<file path="src/rtl/program_loader.sv">
// Program image loader: accepts a length-prefixed, checksummed byte stream into a
// small instruction store and holds the CPU core in reset until a good image lands.
module program_loader #(
  parameter int DEPTH  = 16,
  parameter int ADDR_W = 4,
  parameter int DATA_W = 8
) (
  input  logic              clk,
  input  logic              reset,
  input  logic              start,
  input  logic              in_valid,
  input  logic [DATA_W-1:0] in_data,
  output logic              in_ready,
  input  logic [ADDR_W-1:0] fetch_addr,
  output logic [DATA_W-1:0] fetch_data,
  output logic              cpu_reset,
  output logic              load_done,
  output logic              load_error,
  output logic [ADDR_W:0]   byte_count
);

  // Handshake: a byte moves on a rising edge only when in_valid && in_ready;
  // in_ready depends on state alone, never on in_valid.
  typedef enum logic [2:0] {
    S_IDLE,
    S_LEN,
    S_LOAD,
    S_CHK,
    S_DONE,
    S_ERROR
  } state_t;

  state_t state;
  state_t state_next;

  logic [DATA_W-1:0] mem [DEPTH];
  logic [ADDR_W:0]   len;
  logic [ADDR_W-1:0] idx;
  logic [DATA_W-1:0] sum;
  logic [ADDR_W:0]   count;

  logic              xfer;
  logic              restart;
  logic              len_ok;
  logic              last_byte;
  logic [DATA_W-1:0] sum_chk;

  assign in_ready   = (state == S_LEN) || (state == S_LOAD) || (state == S_CHK);
  assign xfer       = in_valid && in_ready;
  assign restart    = start && ((state == S_IDLE) || (state == S_DONE) || (state == S_ERROR));
  assign len_ok     = (in_data != '0) && (in_data <= DATA_W'(DEPTH));
  assign last_byte  = ({1'b0, idx} == (len - (ADDR_W+1)'(1)));
  assign sum_chk    = sum + in_data;

  // Status flags are decodes of the registered state, so they change on the
  // same edge that moves the FSM.
  assign cpu_reset  = (state != S_DONE);
  assign load_done  = (state == S_DONE);
  assign load_error = (state == S_ERROR);
  assign byte_count = count;
  assign fetch_data = mem[fetch_addr];

  always_comb begin
    state_next = state;
    case (state)
      S_IDLE:  if (start) state_next = S_LEN;
      S_LEN:   if (xfer) state_next = len_ok ? S_LOAD : S_ERROR;
      S_LOAD:  if (xfer && last_byte) state_next = S_CHK;
      S_CHK:   if (xfer) state_next = (sum_chk == '0) ? S_DONE : S_ERROR;
      S_DONE:  if (start) state_next = S_LEN;
      S_ERROR: if (start) state_next = S_LEN;
      default: state_next = S_IDLE;
    endcase
  end

  always_ff @(posedge clk) begin
    if (reset) begin
      state <= S_IDLE;
      len   <= '0;
      idx   <= '0;
      sum   <= '0;
      count <= '0;
      for (int i = 0; i < DEPTH; i++) mem[i] <= '0;
    end else begin
      state <= state_next;
      if (restart) begin
        sum   <= '0;
        count <= '0;
        for (int i = 0; i < DEPTH; i++) mem[i] <= '0;
      end
      if (state == S_LEN && xfer && len_ok) begin
        len <= in_data[ADDR_W:0];
        idx <= '0;
      end
      // idx wraps to 0 only after the final word of a full-depth image, when it is no longer used.
      if (state == S_LOAD && xfer) begin
        mem[idx] <= in_data;
        idx      <= idx + 1'b1;
        sum      <= sum + in_data;
        count    <= count + 1'b1;
      end
    end
  end

endmodule

</file>
<file path="config.mk">
export PLATFORM = sky130hd
export DESIGN_NAME = program_loader
export DESIGN_NICKNAME = d
export VERILOG_FILES = /design/src/rtl/program_loader.sv
export SDC_FILE = /design/constraint.sdc
export NUM_CORES = 1
export LEC_CHECK = 0
export CORE_MARGIN = 2
export CORE_UTILIZATION = 62
export CTS_BUF_LIST = sky130_fd_sc_hd__clkbuf_8
export DETAILED_ROUTE_END_ITERATION = 10
export PLACE_DENSITY = 0.83
export SLEW_MARGIN = 15
export SYNTH_ARGS = -nofsm -noshare
export SYNTH_HDL_FRONTEND = slang
export SYNTH_SLANG_ARGS = --single-unit
</file>
<file path="constraint.sdc">
create_clock -name clk -period 3 [get_ports clk]
set_clock_uncertainty 0.1 [all_clocks]
set_input_delay 0.3 -clock clk [delete_from_list [all_inputs] [get_ports clk]]
set_output_delay 0.3 -clock clk [all_outputs]
set_load 0.02 [all_outputs]
</file>
Yosys cells after proc, flatten, opt, wreduce, memory -nomap -nowiden
Memories as Yosys holds them, arrays and structs flattened.
Cells that the tools add are included.
Widths: inputs -> output; s select.
{ "classes": {"muxes": 40, "add_sub_neg": 4, "eq_ne": 11, "reduce_logical": 19, "magnitude_cmp": 1, "bitwise_logic": 16} }
{ "ops": {"columns": ["cell", "n"], "rows": [
  ["$mux 8", 19],
  ["$or 1x1->1", 16],
  ["$mux 3", 5],
  ["$mux 4", 3],
  ["$pmux 3 s4", 1],
  ["$mux 1", 10],
  ["$mux 5", 2],
  ["$add 8x8->8", 1],
  ["$le 8x5->1 const B", 1],
  ["$logic_not 8->1", 1],
  ["$reduce_bool 8->1", 1],
  ["$reduce_or 8->1", 1],
  ["$logic_and 1x1->1", 7],
  ["$eq 3x2->1 const B", 2],
  ["$eq 3x3->1 const B", 2],
  ["$ne 2x2->1 const B", 3],
  ["$add 5x1->5 const B", 1],
  ["$eq 4x5->1", 1],
  ["$sub 5x1->5 const B", 1],
  ["$add 4x1->4 const B", 1],
  ["$logic_or 1x1->1", 4],
  ["$reduce_and 4->1", 1],
  ["$reduce_bool 2->1", 2],
  ["$eq 3x1->1 const B", 1],
  ["4 further kinds", 4]
]} }
{ "word_totals": {"out_inout_bits": 17, "elab_cells": 97, "mem_bits_rw": 128, "memories": 1, "register_bits": 25} }
{ "mem_list": {"columns": ["name", "depth", "width", "read_ports", "rd_clocked_by_memory_dff", "write_ports", "line_no", "source"], "rows": [
  ["mem", 16, 8, 1, 0, 16, "36", "logic [DATA_W-1:0] mem [DEPTH];"]
]} }

Depth between registers and ports, before layout
Gate-level depths: netlist of the first run.
{ "depth": {"depth_word": 10, "depth_mapped": 8} }

Least setup slack after synthesis of the first run
No wires, ideal clock.
{ "synth_path": {"path_type": "input to output", "start": "input fetch_addr[0]", "end": "output fetch_data[0]", "setup_slack_ns": 0.717, "n_path_buf": 2, "path_stages": 4, "required_time_ns": 2.600, "arrival_time_ns": 1.883, "path_cell_list": "clkbuf_1 -> buf_2 -> mux4_2 -> mux4_2"} }
{ "synth_between": {"elab_chain_cells": 1} }
{ "synth_rtl": {"columns": ["item", "line_no", "source"], "rows": [
  ["start, declared", "14", "input logic [ADDR_W-1:0] fetch_addr,"],
  ["$mem_v2 16x8", null, null],
  ["end, declared", "15", "output logic [DATA_W-1:0] fetch_data,"]
]} }
No other way between the ends.

Final worst setup path of the first run
{ "layout_path": {"start": "input fetch_addr[1]", "end": "output fetch_data[2]"} }
The elaborated chain is that of the path after synthesis.

==> results of run 1 <==
## path summary, 6_finish.rpt
check / start / endpoint / slack [ns] / cells after the start
setup reg to reg: state[1] / mem[11][4] / 0.44 / 5
hold / removal: sum[7] / sum[7] / 0.38 / 2
setup / recovery: fetch_addr[1] / fetch_data[2] / 0.11 / 5
hold reg to reg: sum[7] / sum[7] / 0.38 / 2
## placed cells by master (no fill, tap or decap), types with 4 or more instances in the layout
master / synthesis / routed
nand3_1: 8 / 8
mux2i_1: 5 / 5
edfxtp_1: 128 / 128
mux4_2: 40 / 40
clkbuf_8: 0 / 17
dfxtp_1: 25 / 25
xnor2_1: 6 / 6
nor2_1: 34 / 34
a21oi_1: 18 / 17
and3_1: 123 / 123
buf_4: 0 / 34
bufinv_16: 0 / 4
xor2_1: 6 / 6
ha_1: 13 / 13
inv_1: 8 / 10
and3_2: 7 / 7
nand2_1: 48 / 48
clkdlybuf4s50_1: 0 / 31
nor3_1: 9 / 9
## registers in the layout, summed over array words and instances (netlist names)
name	cells
byte_count	5
idx	4
len	5
mem	128
state	3
sum	8
## where the power goes
part	switching, mW	total, mW	internal, mW
registers	0.0385	2.45	2.42
logic	0.250	0.437	0.187
clock network	0.740	1.63	0.892
## cell type report
type                    instances  share of cell area, %
flip-flops and latches        153                  51.19
clock buffers                  17                  2.757
well taps                     147                  2.167
inverters                       8                 0.3539
clock inverters                15                  2.182
repair buffers                 68                  7.196
multi-input cells             357                  34.15
## worst max-delay path: cells and delay by family
family	cells	cell delay [ns]
buf+inv	3	1.29
mux	2	0.87
## layer usage
layer / wire length, um / vias up
li1: - / 2235
met1: 6946 / 2451
met2: 8468 / 279
met3: 1445 / 38
met4: 589 / 0
met5: 0 / -
## stage by stage
stage	power, mW	instance area (um^2)
after floorplan	2.737	7483
after global placement	2.916	8063
after detailed placement	2.937	8063
after CTS	4.542	8482
after global routing	4.664	8486
final	4.523	8486
## cells by family after synthesis
| logic type | after synthesis |
|---|---|
| buffers and inverters | 61 |
| adders and majority gates | 14 |
| DFF | 153 |
| AOI/OAI and AO/OA | 41 |
| and+or+nand+nor | 245 |
| muxes | 45 |
| xor gates and xnor gates | 12 |
==> impl_metrics.tcl, run 1 <==
set metrics [dict create \
    outcome "complete, no violations" \
    hold_viol 0 \
    max_cap_viol_count 0 \
    synth_warnings 0 \
    yosys_most_used_dff "edfxtp_1" \
    ys_top_cells_by_count "128 x edfxtp_1, 123 x and3_1, 48 x nand2_1" \
    synth_nets 601 \
    finalMaxSlewViolations 0 \
    hold_class "register to register" \
    crit_chain "clkdlybuf4s50_1 > buf_12 > mux4_2 > mux4_2 > clkdlybuf4s50_1" \
    cts_tree "built" \
    grt_pass1_vias 5059 \
    vias_per_cell 6.540 \
    ys_seq_area_share_pct 58.05 \
    critical_path.max_stage_delay_ns 0.56 \
    synth_fa_ha_area_share_pct 2.441 \
    syn2layout_area_growth_pct 13.39 \
    use_met2_pct 45.91 \
    coreArea_um2 11910 \
    antennaDiodeCount 0 \
    cts_setup_buffers 0 \
    cp.arrival_ns 2.49 \
    cts_sinks 153 \
    synth.most_common_cell "edfxtp_1" \
    rsz0062_at_grt "no" \
    via_count 5003 \
    fin_hold_ws_ns 0.3796 \
    utilization_pct 71.24 \
    num_rows 40 \
    grt_util_all_layers_pct 28.76 \
    use_met1_pct 38.35 \
    drive_gt1_share_pct 19.58 \
    worstSetupPathType "input port to output pin" \
    start_util_pct 62.83 \
    p_per_area_nw_per_um2 533.1 \
    drt_first_pass_iters 5 \
    met3_usage_pct 7.120 \
    cts_buffers 17 \
    pin_count 33 \
    tightestPinTransition_ns 0.6406 \
    synth_edf_count 128 \
    cts_hold_buf 0 \
    dp_cells 733 \
    slowest_stage "clkdlybuf4s50_1" \
    busiest_layer "met2" \
    antenna_found_initial 0 \
    yosys.cell_types.count 49 \
    fillers 803 \
    synthSimpleGateAreaFrac_pct 18.56 \
    period_needed_ns 2.889 \
    dieArea_um2 12970 \
    fin_ws_ns 0.1107 \
    wl_um 17450 \
    required_ns 2.60 \
    finalCritPeriodShare_pct 96.31 \
    syn_area_um2 7483 \
    synth_top_family_by_area "simple AND/OR/NAND/NOR gates" \
    multi_input_area_um2 2898 \
    cts_resized 0 \
    setup_viol 0 \
    fin_cells 765 \
    grt_overflow 0 \
    synth_top_area_share_pct 51.36 \
    synthMuxAreaShare_pct 12.71 \
    antenna_left 0 \
    grt_pass1_wl_um 27460 \
    p_leak_nw 3.566 \
    die_height_um 113.9 \
    gp_routability_congestion 0.8871 \
    peakVddDrop_mv 0.3173 \
    insertion_delay_ns 0.45 \
    dp_slack_ns 0.06331 \
    synthArstFlopShare_pct 0 \
    grt_max_degree 33 \
    synthTopCellsByArea "edfxtp_1 51%, mux4_2 12%, and3_1 10%" \
    fp.dieW_um 113.9 \
    seq_area_um2 4344 \
    post-route-drc-count 0 \
    critical_path.max_fanout 32 \
    cp-start-kind "input port" \
    tns_ns 0 \
    cts_buffer_depth 2 \
    io_buffer_count 32 \
    end_kind "output pin" \
    nets 635 \
    yosysTopAreaCell "edfxtp_1" \
    wl_per_cell_um 22.81 \
    synth_compound_area_share_pct 3.561 \
    fmax_mhz 346.1 \
    ys_seq_elements 153 \
    path_clk_slew_ns 0.07 \
    synth-xor-area-share_pct 1.404 \
    synth.avg_cell_area_um2 13.11 \
    cts_max_level 4 \
    dp_hpwl_um 11400 \
    drt_iter0_markers 590 \
    synthCells 571 \
    cts-root-buf "clkbuf_8" \
    slew_headroom_pct 57.29 \
]
Note: power is estimated with default switching activity, not from simulation.
==> inputs of run 2 (changes only) <==
--- a/config.mk
+++ b/config.mk
@@ -8,6 +8,7 @@
 export CORE_MARGIN = 2
 export CORE_UTILIZATION = 62
 export CTS_BUF_LIST = sky130_fd_sc_hd__clkbuf_8
+export CTS_CLUSTER_SIZE = 28
 export DETAILED_ROUTE_END_ITERATION = 10
 export PLACE_DENSITY = 0.83
 export SLEW_MARGIN = 15
==> results of run 2 <==
The final DEF is identical to that of run 1; final timing and power are the same.
